### src/rtl/led_matrix_pkg.sv
// led_matrix_pkg: shared sizes, slot index type and inactive-level helpers for the LED matrix scanner
package led_matrix_pkg;
  localparam int NUM_COLS = 5;
  localparam int NUM_ROWS = 7;
  typedef logic [2:0] col_idx_t;
  localparam logic [NUM_COLS-1:0] COL_ALL = '1;
  localparam logic [NUM_ROWS-1:0] ROW_ALL = '1;
  function automatic logic [NUM_COLS-1:0] col_off(input bit active_low);
    return active_low ? COL_ALL : '0;
  endfunction
  function automatic logic [NUM_ROWS-1:0] row_off(input bit active_low);
    return active_low ? ROW_ALL : '0;
  endfunction
endpackage

### src/rtl/led_matrix_scanner_scan_timer.sv
// scan_timer: slot divider and column index; outputs describe the state after the coming edge
module scan_timer
  import led_matrix_pkg::*;
#(
  parameter int CLK_DIV      = 4,
  parameter int BLANK_CYCLES = 1
) (
  input  logic     clk,
  input  logic     rst,
  input  logic     en,
  output col_idx_t nxt_idx,
  output logic     slot_start,
  output logic     frame_edge,
  output logic     blank
);
  localparam int DW = $clog2(CLK_DIV);
  if (CLK_DIV < 2) begin : g_bad_div
    $error("scan_timer: CLK_DIV must be >= 2");
  end
  if (BLANK_CYCLES < 0 || BLANK_CYCLES >= CLK_DIV) begin : g_bad_blank
    $error("scan_timer: BLANK_CYCLES must be < CLK_DIV");
  end
  logic [DW-1:0] div_cnt, nxt_div;
  col_idx_t col_idx;
  logic running, wrap;
  // a frame starts on the first enabled edge after being idle, or on wrap out of the last column
  always_comb begin
    wrap = div_cnt == DW'(CLK_DIV - 1);
    frame_edge = en && (!running || (wrap && col_idx == col_idx_t'(NUM_COLS - 1)));
    nxt_div = (!en || frame_edge || wrap) ? '0 : div_cnt + 1'b1;
    nxt_idx = (!en || frame_edge) ? '0 : wrap ? col_idx + 3'd1 : col_idx;
    slot_start = nxt_div == '0;
    blank = !en || nxt_div < DW'(BLANK_CYCLES);
  end
  always_ff @(posedge clk or posedge rst)
    if (rst) begin
      div_cnt <= '0;
      col_idx <= '0;
      running <= 1'b0;
    end else begin
      div_cnt <= nxt_div;
      col_idx <= nxt_idx;
      running <= en;
    end
endmodule

### src/rtl/led_matrix_scanner.sv
// led_matrix_scanner: frame-snapshotted column multiplexer driving a 7x5 LED matrix
module led_matrix_scanner
  import led_matrix_pkg::*;
#(
  parameter int CLK_DIV        = 4,
  parameter int BLANK_CYCLES   = 1,
  parameter bit COL_ACTIVE_LOW = 1'b1,
  parameter bit ROW_ACTIVE_LOW = 1'b0
) (
  input  logic                clk,
  input  logic                rst,
  input  logic                en,
  input  logic [NUM_ROWS-1:0] col1_in,
  input  logic [NUM_ROWS-1:0] col2_in,
  input  logic [NUM_ROWS-1:0] col3_in,
  input  logic [NUM_ROWS-1:0] col4_in,
  input  logic [NUM_ROWS-1:0] col5_in,
  output logic [NUM_COLS-1:0] col_sel,
  output logic [NUM_ROWS-1:0] row_data,
  output col_idx_t            col_idx,
  output logic                frame_start
);
  localparam logic [NUM_COLS-1:0] COL_OFF = col_off(COL_ACTIVE_LOW);
  localparam logic [NUM_ROWS-1:0] ROW_OFF = row_off(ROW_ACTIVE_LOW);
  col_idx_t nxt_idx;
  logic slot_start, frame_edge, blank;
  logic [NUM_COLS-1:0][NUM_ROWS-1:0] in_pat, shadow;
  logic [NUM_ROWS-1:0] pat;
  logic [NUM_COLS-1:0] onehot;
  scan_timer #(.CLK_DIV(CLK_DIV), .BLANK_CYCLES(BLANK_CYCLES)) u_timer (
    .clk(clk),
    .rst(rst),
    .en(en),
    .nxt_idx(nxt_idx),
    .slot_start(slot_start),
    .frame_edge(frame_edge),
    .blank(blank)
  );
  assign in_pat = {col5_in, col4_in, col3_in, col2_in, col1_in};
  // bypass the shadow on the snapshot edge so an unblanked first slot shows the fresh frame
  always_comb begin
    pat = frame_edge ? in_pat[nxt_idx] : shadow[nxt_idx];
    onehot = NUM_COLS'(1) << nxt_idx;
  end
  always_ff @(posedge clk or posedge rst)
    if (rst) begin
      shadow <= '0;
      col_sel <= COL_OFF;
      row_data <= ROW_OFF;
      col_idx <= '0;
      frame_start <= 1'b0;
    end else begin
      if (frame_edge) shadow <= in_pat;
      if (slot_start) col_idx <= nxt_idx;
      frame_start <= frame_edge;
      col_sel <= blank ? COL_OFF : COL_OFF ^ onehot;
      row_data <= blank ? ROW_OFF : ROW_OFF ^ pat;
    end
endmodule
### config.mk
export PLATFORM = sky130hd
export DESIGN_NAME = led_matrix_scanner
export DESIGN_NICKNAME = d
export VERILOG_FILES = /design/src/rtl/led_matrix_pkg.sv /design/src/rtl/led_matrix_scanner_scan_timer.sv /design/src/rtl/led_matrix_scanner.sv
export SDC_FILE = /design/constraint.sdc
export NUM_CORES = 1
export LEC_CHECK = 0
export ABC_CLOCK_PERIOD_IN_PS = 2400
export CAP_MARGIN = 40
export CORE_MARGIN = 2
export CORE_UTILIZATION = 47
export DETAILED_ROUTE_END_ITERATION = 10
export HOLD_SLACK_MARGIN = 0.06
export PLACE_DENSITY = 0.76
export RECOVER_POWER = 50
export SLEW_MARGIN = 20
export SYNTH_ARGS = -nofsm -noshare
export SYNTH_HDL_FRONTEND = slang
export SYNTH_HIERARCHICAL = 1
export SYNTH_SLANG_ARGS = --single-unit
### constraint.sdc
create_clock -name clk -period 2.4 [get_ports clk]
set_clock_uncertainty 0.2 [all_clocks]
set_input_delay 0.48 -clock clk [delete_from_list [all_inputs] [get_ports clk]]
set_output_delay 0.48 -clock clk [all_outputs]
set_load 0.02 [all_outputs]
==> flow_metrics.env, run 1 <==
export IMPL_status="completed"
export IMPL_start_kind="flip-flop"
export IMPL_clock_tree_root_cell="sky130_fd_sc_hd__clkbuf_8"
export IMPL_reg2reg_depth=7
export IMPL_synth_edff_count=0
export IMPL_detail_route_drc_violations=0
export IMPL_critical_path_peak_fanout=10
export IMPL_h_tree_depth=3
export IMPL_grt_pass1_vias=1994
export IMPL_grt_pass1_wl_um=9908
export IMPL_reg2reg_slack_ps=60
export IMPL_mostFrequentLayoutCells="sky130_fd_sc_hd__dfrtp_1 (52), sky130_fd_sc_hd__clkdlybuf4s50_1 (52), sky130_fd_sc_hd__mux2_2 (40)"
export IMPL_drt_wl_total_um=6354
export IMPL_pwr_density_cell_nw_per_um2=607.8
export IMPL_netlist_area_leader_share_pct=46.59
export IMPL_grt_antenna_before_repair=0
export IMPL_finalNetCount=317
export IMPL_clkTransAtPathRegs_ps=70
export IMPL_tritoncts_clock_tree="yes"
export IMPL_track_usage_pct=20.64
export IMPL_final_hpwl_from_detailed_placement_um=4627
export IMPL_multi_input_comb_area_um2=1344
export IMPL_ys_top_cells_by_area="sky130_fd_sc_hd__dfrtp_1 (47%), sky130_fd_sc_hd__mux2_2 (16%), sky130_fd_sc_hd__mux4_1 (8.5%)"
export IMPL_die_h_um=81.09
export IMPL_unrepaired_setup_endpoints_after_global_routing="true"
export IMPL_die_width_um=81.09
export IMPL_detailedRoute_firstIterationViolations=89
export IMPL_hold_slack_ps=300.3
export IMPL_final_antenna_net_count=0
export IMPL_synthesis_nets=231
export IMPL_cp_arrival_ps=2350
export IMPL_endpoint_with_the_worst_hold_slack="shadow[19]"
export IMPL_synth_main_ff_cell="sky130_fd_sc_hd__dfrtp_1"
export IMPL_yosysWarningCount=6
export IMPL_start_util_pct=48.02
export IMPL_clock_sinks=57
export IMPL_die_area_um2=6575
export IMPL_yosysUniqueCellTypes=35
export IMPL_worst_ir_drop_vdd_mv=0.3785
export IMPL_fmaxAchievable_ghz=0.4268
export IMPL_min_delay_start="shadow[19]"
export IMPL_worstSetupEndpointType="flip-flop"
export IMPL_insertedDiodeCount=0
export IMPL_hp_class="reg2reg"
export IMPL_setup_viol=0
export IMPL_number_of_failing_hold_endpoints_at_the_final_stage=0
export IMPL_fillCellCount=441
export IMPL_tritoncts_num_buffers=9
export IMPL_num_io_pins=54
export IMPL_finalCritPeriodShare_pct=97.62
export IMPL_cts_hold_repair_buffers=0
export IMPL_asyncSetResetFlopFracSynth_pct=100.0
export IMPL_tightest_slew_ps=904.8
export IMPL_detail_route_first_pass_iterations=4
export IMPL_area_growth_syn_to_layout_pct=41.71
export IMPL_required_ps=2410
export IMPL_core_area_um2=5816
export IMPL_yosysSeqAreaShare_pct=51.30
export IMPL_holdPathStages=1
export IMPL_number_of_max_slew_violations_in_the_final_report=0
export IMPL_synth_seq_cells=57
export IMPL_ctsLongestPathBuffers=2
export IMPL_final_min_clock_period_ps=2343
export IMPL_regToRegEndpoint="row_data[2]"
export IMPL_relSlewSlack_pct=39.68
export IMPL_synth_avg_cell_area_um2=14.70
export IMPL_finalWeightedCongestion=0.8462
export IMPL_p_leak_nw=1.603
export IMPL_yosys_area_top_type="sky130_fd_sc_hd__dfrtp_1"
export IMPL_floorplan_rows=28
export IMPL_wl_per_cell_um=17.85
export IMPL_io_buffers=53
export IMPL_vias_per_cell=5.374
export IMPL_maxcap_violations=0
export IMPL_clock_latency_ps=330
export IMPL_synthCells=190
export IMPL_grt_max_degree=20
export IMPL_drive_above_1_share_pct=47.33
export IMPL_criticalPathCategory="reg2reg"
export IMPL_ff_latch_area_um2=1433
export IMPL_rr_startpoint="u_timer/div_cnt[0]"
export IMPL_netlist_area_um2=2793
export IMPL_route_vias_total=1913
export IMPL_grt_overflow=0
export IMPL_power_total_mw=2.406
-- worst max path at each step --
stage                                  start     endpoint  slack (ps)  depth (start not counted)
final                     u_timer/div_cnt[0]  row_data[2]          60                          7
after global routing      u_timer/col_idx[0]  row_data[2]         -20                          9
after CTS                 u_timer/div_cnt[0]  row_data[2]           3                          7
after detailed placement                  en  row_data[2]        -350                          7
after global placement                    en  row_data[4]        -230                          7
after floorplan           u_timer/col_idx[1]  row_data[1]           8                          9
-- worst max-delay path: stages, from the launching register on --
cell	delay, ps
sky130_fd_sc_hd__dfrtp_1	390
sky130_fd_sc_hd__ha_2	220
sky130_fd_sc_hd__nand2b_4	160
sky130_fd_sc_hd__a21oi_4	180
sky130_fd_sc_hd__buf_12	150
sky130_fd_sc_hd__mux4_1	590
sky130_fd_sc_hd__a211oi_2	260
sky130_fd_sc_hd__a2111oi_2	80
-- cell families (layout without fill, tap and decap cells) --
family                   after synthesis  in the layout  share of synthesized area (%)
buffers and inverters                 20            111                          4.077
flip-flops                            57             57                          51.30
AND/OR/NAND/NOR                       28             28                          6.093
multiplexers                          54             54                          28.18
AO/OA/AOI/OAI                         28             28                          9.006
adder cells (fa/ha/maj)                3              3                          1.344
-- metal layers --
layer  vias to the layer above  wire [um]  global-route usage [%]
li1                        885          -                       -
met1                       977       2895                   27.21
met2                        43       3153                   32.64
met3                         8        211                   5.111
met4                         0         94                   8.814
met5                         -          0                       0
-- what timing repair did --
action	in CTS	in global routing
cloned	0	1
gates resized for setup	1	12
setup endpoints to repair	1	7
pin swaps	0	2
setup buffers	0	6
-- power by group --
part	switching [mW]	leakage (nW)	total, mW	internal [mW]
registers	0.0556	0.693	1.12	1.06
logic	0.144	0.803	0.357	0.213
clock network	0.368	0.107	0.932	0.564
total	0.568	1.60	2.41	1.84
-- state kept, by name (all words and copies together) (netlist names) --
| name | cells |
|---|---|
| col_idx | 3 |
| u_timer/running | 1 |
| shadow | 35 |
| frame_start | 1 |
| col_sel | 5 |
| u_timer/div_cnt | 2 |
| row_data | 7 |
| u_timer/col_idx | 3 |
-- final cells by class --
type | instances | share of cell area (%)
Multi-Input combinational cell | 113 | 33.96
Clock inverter | 2 | 0.8852
Inverter | 7 | 0.6639
Timing Repair Buffer | 88 | 21.56
Tap cell | 75 | 2.371
Sequential cell | 57 | 36.20
Clock buffer | 14 | 4.363
-- per-stage QoR --
step / util, % / setup WS [ps] / setup TNS, ps / std cells / instance area (um2)
floorplan: - / 7.654 / 0 / 190 / 2843
global placement: 63.04 / -234.8 / -1408 / 333 / 3666
detailed placement: 63.04 / -352.0 / -1762 / 333 / 3666
CTS: 66.70 / 2.983 / 0 / 349 / 3879
global route: 68.05 / -23.12 / -173.9 / 356 / 3958
finish: 68.05 / 57.08 / 0 / 356 / 3958
-- Yosys cell counts (all sizes together), types with 2 or more instances --
cell	number
a2111oi	5
a211oi	10
a21oi	3
buf	11
clkbuf	2
dfrtp	52
dfstp	5
ha	3
inv	7
mux2	40
mux4	13
nand2	11
nand2b	3
nand3	4
nand3b	2
nor2	4
nor3	2
o21ai	3
No activity file was read; power rests on OpenSTA's default activity.
==> run 2: changes to the inputs <==
--- a/config.mk
+++ b/config.mk
@@ -10,7 +10,7 @@
 export CORE_MARGIN = 2
 export CORE_UTILIZATION = 47
 export DETAILED_ROUTE_END_ITERATION = 10
-export HOLD_SLACK_MARGIN = 0.06
+export HOLD_SLACK_MARGIN = 0.03
 export PLACE_DENSITY = 0.76
 export RECOVER_POWER = 50
 export SLEW_MARGIN = 20
==> results of run 2 <==
Same layout as run 1: the final DEF is identical, and so are final timing and power.
==> run 3: changes to the inputs <==
--- a/config.mk
+++ b/config.mk
@@ -5,13 +5,14 @@
 export SDC_FILE = /design/constraint.sdc
 export NUM_CORES = 1
 export LEC_CHECK = 0
-export ABC_CLOCK_PERIOD_IN_PS = 2400
+export ABC_CLOCK_PERIOD_IN_PS = 2800
 export CAP_MARGIN = 40
 export CORE_MARGIN = 2
-export CORE_UTILIZATION = 47
+export CORE_UTILIZATION = 62
 export DETAILED_ROUTE_END_ITERATION = 10
+export DONT_BUFFER_PORTS = 1
 export HOLD_SLACK_MARGIN = 0.03
-export PLACE_DENSITY = 0.76
+export PLACE_DENSITY = 0.78
 export RECOVER_POWER = 50
 export SLEW_MARGIN = 20
 export SYNTH_ARGS = -nofsm -noshare
==> constraint.sdc (replaced) <==
create_clock -name clk -period 2.8 [get_ports clk]
set_clock_uncertainty 0.2 [all_clocks]
set_input_delay 0.56 -clock clk [delete_from_list [all_inputs] [get_ports clk]]
set_output_delay 0.56 -clock clk [all_outputs]
set_load 0.02 [all_outputs]
==> run 3 against run 2 <==
- core utilization up 3.5 points
- clock-buffer cell count down 1
- sequential power down 14%
- register-to-register slack better by 70 ps
- critical path type unchanged
- highest routed layer unchanged
==> flow_metrics.env, run 3 (synthesized netlist as in run 1, its figures left out) <==
export IMPL_status="completed"
export IMPL_track_usage_pct=23.04
export IMPL_tightest_slew_ps=999.3
export IMPL_pwr_density_cell_nw_per_um2=612.5
export IMPL_number_of_failing_hold_endpoints_at_the_final_stage=0
export IMPL_grt_pass1_vias=1817
export IMPL_tns_ps=0
export IMPL_multi_input_comb_area_um2=1262
export IMPL_number_of_max_slew_violations_in_the_final_report=0
export IMPL_insertedDiodeCount=0
export IMPL_core_area_um2=4354
export IMPL_worst_path_stages=9
export IMPL_final_hpwl_from_detailed_placement_um=3870
export IMPL_ctsLongestPathBuffers=2
export IMPL_ff_latch_area_um2=1433
export IMPL_grt_pass1_wl_um=8763
export IMPL_mostFrequentLayoutCell="sky130_fd_sc_hd__dfrtp_1"
export IMPL_worst_ir_drop_vdd_mv=0.4400
export IMPL_detail_route_drc_violations=0
export IMPL_power_frac_clock_pct=39.3
export IMPL_grt_max_degree=23
export IMPL_drive_above_1_share_pct=45.15
export IMPL_h_tree_depth=3
export IMPL_io_buffers=0
export IMPL_finalNetCount=242
export IMPL_detail_route_first_pass_iterations=4
export IMPL_clock_latency_ps=310
export IMPL_required_ps=2790
export IMPL_fmaxAchievable_ghz=0.3745
export IMPL_detailedPlace_worstSlack_ps=122.0
export IMPL_tritoncts_clock_tree="yes"
export IMPL_mostFrequentLayoutCells="sky130_fd_sc_hd__dfrtp_1 (52), sky130_fd_sc_hd__mux2_2 (40), sky130_fd_sc_hd__clkbuf_8 (11)"
export IMPL_worstSetupEndpointType="flip-flop"
export IMPL_route_vias_total=1626
export IMPL_tritoncts_num_buffers=9
export IMPL_fillCellCount=279
export IMPL_pwr_share_comb_pct=10.3
export IMPL_p_sw_mw=0.4293
export IMPL_critical_path_peak_fanout=22
export IMPL_detailedRoute_firstIterationViolations=61
export IMPL_power_share_switching_pct=22.49
export IMPL_clkTransAtPathRegs_ps=60
export IMPL_finalCritPeriodShare_pct=95.35
export IMPL_p_leak_nw=1.255
export IMPL_floorplan_rows=24
export IMPL_grt_antenna_before_repair=0
export IMPL_layout_setup_ws_ps=130.1
export IMPL_fin_util_pct=71.55
export IMPL_maxcap_violations=0
export IMPL_cell_internal_pwr_mw=1.479
export IMPL_setup_viol=0
export IMPL_area_growth_syn_to_layout_pct=11.56
export IMPL_finalWeightedCongestion=0.7993
export IMPL_power_total_mw=1.908
export IMPL_cp_slowest_stage_delay_ps=600
export IMPL_crit_slowest_cell="sky130_fd_sc_hd__mux4_1"
export IMPL_die_h_um=71.12
export IMPL_final_min_clock_period_ps=2670
export IMPL_cp_arrival_ps=2660
export IMPL_clock_sinks=57
export IMPL_drt_wl_total_um=5289
export IMPL_hp_class="in2reg"
export IMPL_die_area_um2=5057
export IMPL_unrepaired_setup_endpoints_after_global_routing="false"
export IMPL_flip_flop_count_of_the_largest_register_after_layout=35
export IMPL_num_io_pins=54
export IMPL_worstPathCellList="inv_1 -> ha_1 -> nand2_1 -> nand3_1 -> a21oi_2 -> buf_12 -> mux4_1 -> a211oi_1 -> a2111oi_2"
export IMPL_vias_per_cell=6.302
export IMPL_cp_buffers_inverters=2
export IMPL_start_kind="flip-flop"
export IMPL_registers_with_the_most_flip_flops="shadow: 35 flops, row_data: 7 flops, col_sel: 5 flops"
export IMPL_setup_repair_bufs_after_cts=0
export IMPL_top_register="shadow"
export IMPL_reg2reg_depth=9
export IMPL_criticalPathCategory="reg2reg"
export IMPL_pwr_share_seq_pct=50.4
export IMPL_grt_overflow=0
export IMPL_critical_path_top_delay_family="compound AO/OA/AOI/OAI gates"
export IMPL_start_util_pct=64.14
export IMPL_wl_per_cell_um=20.50
export IMPL_final_antenna_net_count=0
export IMPL_die_width_um=71.12
export IMPL_relSlewSlack_pct=33.38
export IMPL_holdPathStages=0
export IMPL_clock_tree_root_cell="sky130_fd_sc_hd__clkbuf_8"
run 3: cell types whose count changed in the layout (fill, tap and decap cells not counted), moves of 2 or more:
cell,change
sky130_fd_sc_hd__ha_2,-2
sky130_fd_sc_hd__ha_1,+3
sky130_fd_sc_hd__a211oi_2,-8
sky130_fd_sc_hd__buf_4,-19
sky130_fd_sc_hd__inv_1,+2
sky130_fd_sc_hd__inv_2,-2
sky130_fd_sc_hd__buf_6,-2
sky130_fd_sc_hd__clkdlybuf4s50_1,-52
sky130_fd_sc_hd__nand3_1,+2
sky130_fd_sc_hd__a211oi_1,+8
sky130_fd_sc_hd__nand3_2,-2
run 3: worst paths after layout:
path,startpoint,slack [ps],end
setup reg to reg,u_timer/col_idx[0],130,row_data[5]
hold / removal,en,70,u_timer/running
setup / recovery,u_timer/col_idx[0],130,row_data[5]
max in group asynchronous,rst,510,shadow[3]
hold reg to reg,u_timer/div_cnt[0],270,u_timer/div_cnt[0]
min in group asynchronous,rst,420,u_timer/div_cnt[1]
run 3: cell type report:
type                       instances  share of cell area (%)
clock buffer                      13                   5.100
inverter                           7                  0.8434
sequential                        57                   45.98
multi-input combinational        113                   40.52
clock inverter                     3                   1.285
tap                               52                   2.088
timing repair buffer              13                   4.177
run 3: power by group through the flow:
stage	Sequential (mW)	Combinational, mW	Clock [mW]
2_1_floorplan	0.959	0.164	0
3_3_place_gp	0.969	0.186	0
3_5_place_dp	0.976	0.198	0
4_1_cts	0.962	0.199	0.763
5_1_grt	0.970	0.214	0.802
6_report	0.962	0.196	0.750
run 3: stage by stage:
stage / hold WS [ps] / area [um2] / cells
after floorplan: 151.0 / 2793 / 190
after global placement: 168.2 / 2912 / 241
after detailed placement: 176.5 / 2912 / 241
after CTS: 56.06 / 3120 / 258
after global routing: 40.68 / 3115 / 258
final: 70.02 / 3115 / 258
run 3: timing repair:
item / in CTS / in global routing
hold endpoints to repair: 20 / 0
hold buffers: 1 / 0
resized for setup: 0 / 1
endpoints found under the setup margin: 0 / 1
run 3: per-layer routing:
metal	global-route usage, %	up-vias	part of all wire (%)
li1	-	737	-
met1	28.98	839	42
met2	36.76	48	50
met3	8.974	2	7.5
met4	8.176	0	0.47
met5	0	-	0
